==> src/rtl/uart_pkg.sv <==
// Shared types and constants for the UART transmit arbiter.
package uart_pkg;

  localparam int unsigned UART_NUM_REQ_MAX = 8;
  localparam int unsigned UART_STATE_W     = 2;

  typedef enum logic [UART_STATE_W-1:0] {
    IDLE      = 2'd0,
    WAIT_BUSY = 2'd1,
    WAIT_DONE = 2'd2,
    GAP       = 2'd3
  } uart_arb_state_t;

  // Index width for n requesters, at least one bit.
  function automatic int unsigned idx_width(input int unsigned n);
    return (n > 1) ? $clog2(n) : 1;
  endfunction

endpackage

==> src/rtl/rr_pick.sv <==
// Combinational round-robin priority encoder: searches from last+1 upward, wrapping.
module rr_pick #(
  parameter int unsigned N    = 2,
  parameter int unsigned IDXW = (N > 1) ? $clog2(N) : 1
) (
  input  logic [N-1:0]    req,
  input  logic [IDXW-1:0] last,
  output logic            valid,
  output logic [IDXW-1:0] idx
);

  int unsigned base;
  int unsigned cand;

  // First set request after last, in rotating order.
  always_comb begin
    valid = 1'b0;
    idx   = '0;
    base  = 32'(last);
    cand  = 0;
    for (int unsigned off = 1; off <= N; off++) begin
      cand = (base + off) % N;
      if (!valid && req[IDXW'(cand)]) begin
        valid = 1'b1;
        idx   = IDXW'(cand);
      end
    end
  end

endmodule

==> src/rtl/uart_tx_arbiter.sv <==
// Round-robin sharing of one uart_tx between several byte producers.
module uart_tx_arbiter
  import uart_pkg::*;
#(
  parameter int unsigned NUM_REQ      = 2,
  parameter int unsigned BUSY_TIMEOUT = 16,
  parameter int unsigned GAP_CYCLES   = 0
) (
  input  logic                               sys_clk,
  input  logic                               sys_rst,
  input  logic [NUM_REQ-1:0]                 req,
  input  logic [8*NUM_REQ-1:0]               req_data,
  output logic [NUM_REQ-1:0]                 ack,
  output logic                               tx_start,
  output logic [7:0]                         tx_data,
  input  logic                               tx_busy,
  output logic [idx_width(NUM_REQ)-1:0]      grant_id,
  output logic                               active,
  output logic                               err_timeout
);

  localparam int unsigned IDXW    = idx_width(NUM_REQ);
  localparam int unsigned CNT_MAX = (BUSY_TIMEOUT > GAP_CYCLES) ? BUSY_TIMEOUT : GAP_CYCLES;
  localparam int unsigned CNT_W   = $clog2(CNT_MAX + 1);

  localparam logic [IDXW-1:0]  LAST_RST  = IDXW'(NUM_REQ - 1);
  localparam logic [CNT_W-1:0] BUSY_LAST = CNT_W'(BUSY_TIMEOUT - 1);
  localparam logic [CNT_W-1:0] GAP_LAST  = (GAP_CYCLES > 0) ? CNT_W'(GAP_CYCLES - 1) : '0;
  localparam uart_arb_state_t  AFTER_BYTE = (GAP_CYCLES == 0) ? IDLE : GAP;

  uart_arb_state_t    state_q, state_d;
  logic [CNT_W-1:0]   cnt_q, cnt_d, cnt_inc;
  logic [IDXW-1:0]    last_q, last_d;
  logic [NUM_REQ-1:0] ack_d;
  logic               tx_start_d;
  logic [7:0]         tx_data_d;
  logic [IDXW-1:0]    grant_d;
  logic               err_d;

  logic               pick_valid;
  logic [IDXW-1:0]    pick_idx;
  logic [7:0]         win_data;
  logic [NUM_REQ-1:0] win_onehot;

  rr_pick #(
    .N    (NUM_REQ),
    .IDXW (IDXW)
  ) u_rr_pick (
    .req   (req),
    .last  (last_q),
    .valid (pick_valid),
    .idx   (pick_idx)
  );

  // Winner's byte and one-hot ack mask.
  always_comb begin
    win_data   = 8'h00;
    win_onehot = '0;
    for (int unsigned i = 0; i < NUM_REQ; i++) begin
      if (pick_idx == IDXW'(i)) begin
        win_data      = req_data[8*i +: 8];
        win_onehot[i] = 1'b1;
      end
    end
  end

  // Saturating counter step shared by timeout and gap phases.
  always_comb begin
    cnt_inc = (cnt_q == '1) ? cnt_q : cnt_q + CNT_W'(1);
  end

  // Next-state and next-output logic for the byte sequencer.
  always_comb begin
    state_d    = state_q;
    cnt_d      = cnt_q;
    last_d     = last_q;
    ack_d      = '0;
    tx_start_d = 1'b0;
    tx_data_d  = tx_data;
    grant_d    = grant_id;
    err_d      = 1'b0;
    case (state_q)
      IDLE: begin
        if (pick_valid && !tx_busy) begin
          ack_d      = win_onehot;
          tx_start_d = 1'b1;
          tx_data_d  = win_data;
          grant_d    = pick_idx;
          last_d     = pick_idx;
          cnt_d      = '0;
          state_d    = WAIT_BUSY;
        end
      end
      WAIT_BUSY: begin
        if (tx_busy) begin
          state_d = WAIT_DONE;
        end else if (cnt_q == BUSY_LAST) begin
          err_d   = 1'b1;
          cnt_d   = '0;
          state_d = AFTER_BYTE;
        end else begin
          cnt_d = cnt_inc;
        end
      end
      WAIT_DONE: begin
        if (!tx_busy) begin
          cnt_d   = '0;
          state_d = AFTER_BYTE;
        end
      end
      GAP: begin
        if (cnt_q == GAP_LAST) begin
          cnt_d   = '0;
          state_d = IDLE;
        end else begin
          cnt_d = cnt_inc;
        end
      end
      default: state_d = IDLE;
    endcase
  end

  // State and registered outputs, synchronous reset.
  always_ff @(posedge sys_clk) begin
    if (sys_rst) begin
      state_q     <= IDLE;
      cnt_q       <= '0;
      last_q      <= LAST_RST;
      ack         <= '0;
      tx_start    <= 1'b0;
      tx_data     <= 8'h00;
      grant_id    <= '0;
      active      <= 1'b0;
      err_timeout <= 1'b0;
    end else begin
      state_q     <= state_d;
      cnt_q       <= cnt_d;
      last_q      <= last_d;
      ack         <= ack_d;
      tx_start    <= tx_start_d;
      tx_data     <= tx_data_d;
      grant_id    <= grant_d;
      active      <= (state_d != IDLE);
      err_timeout <= err_d;
    end
  end

endmodule

==> config.mk <==
export PLATFORM = sky130hd
export DESIGN_NAME = uart_tx_arbiter
export DESIGN_NICKNAME = d
export VERILOG_FILES = /design/src/rtl/uart_pkg.sv /design/src/rtl/rr_pick.sv /design/src/rtl/uart_tx_arbiter.sv
export SDC_FILE = /design/constraint.sdc
export NUM_CORES = 1
export LEC_CHECK = 0
export BUFFER_PORTS_ARGS = -buffer_cell sky130_fd_sc_hd__buf_4
export CAP_MARGIN = 20
export CORE_ASPECT_RATIO = 0.8
export CORE_MARGIN = 8
export CORE_UTILIZATION = 48
export CTS_CLUSTER_DIAMETER = 100
export DETAILED_ROUTE_END_ITERATION = 8
export PLACE_DENSITY = 0.84
export SLEW_MARGIN = 20
export SYNTH_ARGS = -nofsm -noshare
export SYNTH_HDL_FRONTEND = slang
export SYNTH_SLANG_ARGS = --single-unit
==> constraint.sdc <==
create_clock -name sys_clk -period 2.4 [get_ports sys_clk]
set_input_delay 0.48 -clock sys_clk [delete_from_list [all_inputs] [get_ports sys_clk]]
set_output_delay 0.48 -clock sys_clk [all_outputs]
set_load 0.005 [all_outputs]
==> impl_results.md <==
* Status: completed
* Final WS setup at 552.0 ps
* Pwr Total at 0.0007538 W
* Clk_lat worst skew at 310 ps
* Pwr dens at ~570 nW/um^2
* Post-route ant nets at 0
* Post-CTS Hold Buffers at 0
* Net Count, Synth at 130
* Post-synthesis cell area at 1030 um^2
* Highest clock rate at 541.1 MHz
* Hold WS at about 370 ps
* Post-Syn Instances at 107
* Min Clock Period, post-route at approximately 1800 ps
* Leakage power at between 0.5 and 0.6 nW
* Seq/Total Area, Yosys at 0.4277
* Post-CTS Setup Bufs at 0
* Register bit total from synthesis at 22
* Unrepaired setup endpoints after global routing: false
* Slew Viols, Final at 0
* Routed len/inst at about 15 um
* Pin count of the biggest net entering global routing at 22
* Initial antenna violation count at 0
* TritonCTS clock tree: built
* Critical path arrival at around 2000 ps
* Core area at about 2100 um^2
* Residual DRC at 0
* Cell-by-cell trace of the critical path: inv_1 -> ha_1 -> or4b_4 -> nand3_1 -> and3_1 -> a2111oi_0
* Clk_skew at 10.84 ps
* Slowest cell on the critical path: a2111oi_0
* Worst Path Required at about 2600 ps
* First-pass GRT wire length at 4084 um
* Inserted Clock Buffers at 3
* Worst slack, placed at approximately 560 ps
* Hpwl dp at 1907 um
* H-tree depth at 1
* First-pass iteration count of the detailed router at 4
* Via-to-Cell Ratio at about 5.6
* Setup slack, reg-to-reg at around 550 ps
* Drt total wl at approximately 2500 um
* Worst r2r dst: cnt_q[4]
* RR Startpoint: cnt_q[0]
* Cells on worst reg2reg path at 6
* Critical path launch point: cnt_q[0]
* Yosys warns at 0
* Worst-Margin Slew at 514.7 ps
* Via count at 920
* Final net count at approximately 160
* CP max FO at 4
* Die ar. at just under 4000 um^2
* Final worst-path cycle share at 0.7700
* Port Buf Inserts at 34
* Worst slew margin at 0.6569
* Vias in the first global route at approximately 900
* Worst Setup Path Type: register to register
* Clock sink count at 22
* Drt first-iter violations at 24
* Die W at 67.79 um
* Die H at 57.43 um
* GRT Total Usage at 0.1332
* Layout cells sized above 1 at 0.3165
* CP startpoint kind: register
* Clock Path Buffers at 2
* Ports at 35
* Max-Cap Viols at 0
* Mean post-synth cell area at between 9 and 10 um^2
* CP peak stage delay at 450 ps
* Clk pin slew, worst setup/hold paths at ~120 ps
* CTS resizes at 0
* Gp weighted congestion at 0.7988
* # diodes at 0
* Unique masters post-synth at 38
* Min-delay worst type: primary input to register
* Total negative setup slack at 0 ps
* Row count at 15
* Buf/Inv on CP at 1
* Crit path to: cnt_q[4]
* Root Driver: clkbuf_4
* Layout area overhead at 28.31%
* Global route total overflow at 0
* Final hold violations at 0
* Initial core utilization at 0.4943
* Setup Viol. Count Final at 0
* Crit path depth at 6
* Peak VDD IR at just under 0.4 mV
* Worst Setup End Kind: register
* CP delay by family, top: simple AND/OR/NAND/NOR gates
[cell families after synthesis]
family / count (synthesis) / synth area share
AO/OA/AOI/OAI: 26 / 0.2114
XOR/XNOR: 1 / 0.008507
adder cells (fa/ha/maj): 2 / 0.02430
buffers and inverters: 10 / 0.04859
flip-flops: 22 / 0.4277
multiplexers: 9 / 0.08749
AND/OR/NAND/NOR: 37 / 0.1920
[sequential cells by signal, summed over array words and instances, names as in the netlist]
| name | count |
|---|---|
| grant_id | 1 |
| active | 1 |
| cnt_q | 5 |
| err_timeout | 1 |
| last_q | 1 |
| state_q | 2 |
| tx_data | 8 |
| ack | 2 |
| tx_start | 1 |
[area by class of cell]
type                    count  area, um^2
fillers                   169       762.0
multi-input cells          75       539.3
flip-flops and latches     22       440.4
repair buffers             35       262.8
clock buffers               4       36.28
well taps                  25       31.28
inverters                   3       11.26
[placed cells by master (no fill, tap or decap), types with 2 or more instances in the layout]
master	instances
a21boi_1	2
buf_4	35
ha_1	2
nand2b_1	2
nor4_1	2
o21a_1	2
nor3b_1	3
clkbuf_4	3
dfxtp_1	22
a211oi_1	10
and3_1	2
mux2i_1	9
nor2_1	15
nand2_1	4
inv_1	3
nand3_1	2
[per-layer routing]
layer / part of all wire / wire (um) / GRT usage / up-vias
met5: 0 / 0 / 0 / -
met4: 0.011 / 27 / 0.04373 / 0
met3: 0.071 / 175 / 0.04883 / 2
met2: 0.52 / 1290 / 0.2267 / 31
met1: 0.40 / 977 / 0.1481 / 430
li1: - / - / - / 457
[per-stage QoR]
step / instances / util / instance area (um^2)
2_1_floorplan: 107 / - / 1030
3_3_place_gp: 160 / 0.6168 / 1285
3_5_place_dp: 160 / 0.6168 / 1285
5_1_grt: 164 / 0.6342 / 1321
4_1_cts: 164 / 0.6342 / 1321
6_report: 164 / 0.6342 / 1321
[power by group]
| part | switching [W] | leakage [nW] | internal, W |
|---|---|---|---|
| sequential | 0.0000169 | 0.180 | 0.000388 |
| clock | 0.000109 | 0.0210 | 0.0000926 |
| combinational | 0.0000665 | 0.360 | 0.0000804 |
| total | 0.000193 | 0.561 | 0.000561 |
[cells in the mapped netlist]
cell type	instances	area (um^2)
and3_1	2	12.51
and2_1	1	6.260
inv_1	3	11.26
clkbuf_1	1	3.750
mux2i_1	9	90.09
a41oi_1	1	8.760
nand3_1	2	10.01
a32oi_4	1	27.53
buf_6	1	11.26
a311oi_1	1	8.760
nor3_1	1	5.000
a21o_1	1	7.510
a21boi_1	2	15.01
nor3_2	1	10.01
o21a_1	2	15.01
ha_1	2	25.02
a21oi_1	1	5.000
nor4_1	2	12.51
nand4b_1	1	8.760
buf_1	1	3.750
xnor2_1	1	8.760
a22oi_1	1	7.510
a2111oi_0	1	8.760
or4b_4	1	13.76
nor3b_1	3	22.52
a21oi_2	1	8.760
a211oi_1	10	75.07
nor2_1	15	56.30
o21bai_1	1	7.510
o21ai_1	1	5.000
nand2b_1	2	12.51
or2_1	1	6.260
buf_2	4	20.02
nand4_1	1	6.260
a31o_2	1	8.760
dfxtp_1	22	440.4
o22a_1	1	8.760
nand2_1	4	15.01
[worst min path at each step]
stage,startpoint,end,slack (ps),cells past startpoint
4_1_cts,tx_busy,err_timeout,370,2
3_3_place_gp,tx_data[7],tx_data[7],490,2
2_1_floorplan,last_q,last_q,480,2
3_5_place_dp,tx_data[7],tx_data[7],490,2
5_1_grt,tx_busy,err_timeout,360,2
6_report,tx_busy,err_timeout,370,2
[worst reg2reg max path: stages, from the launching register on]
cell       delay [ps]
dfxtp_1           430
inv_1              70
ha_1              180
or4b_4            210
nand3_1           150
and3_1            230
a2111oi_0         450
Power figures use the tool's default switching activity.
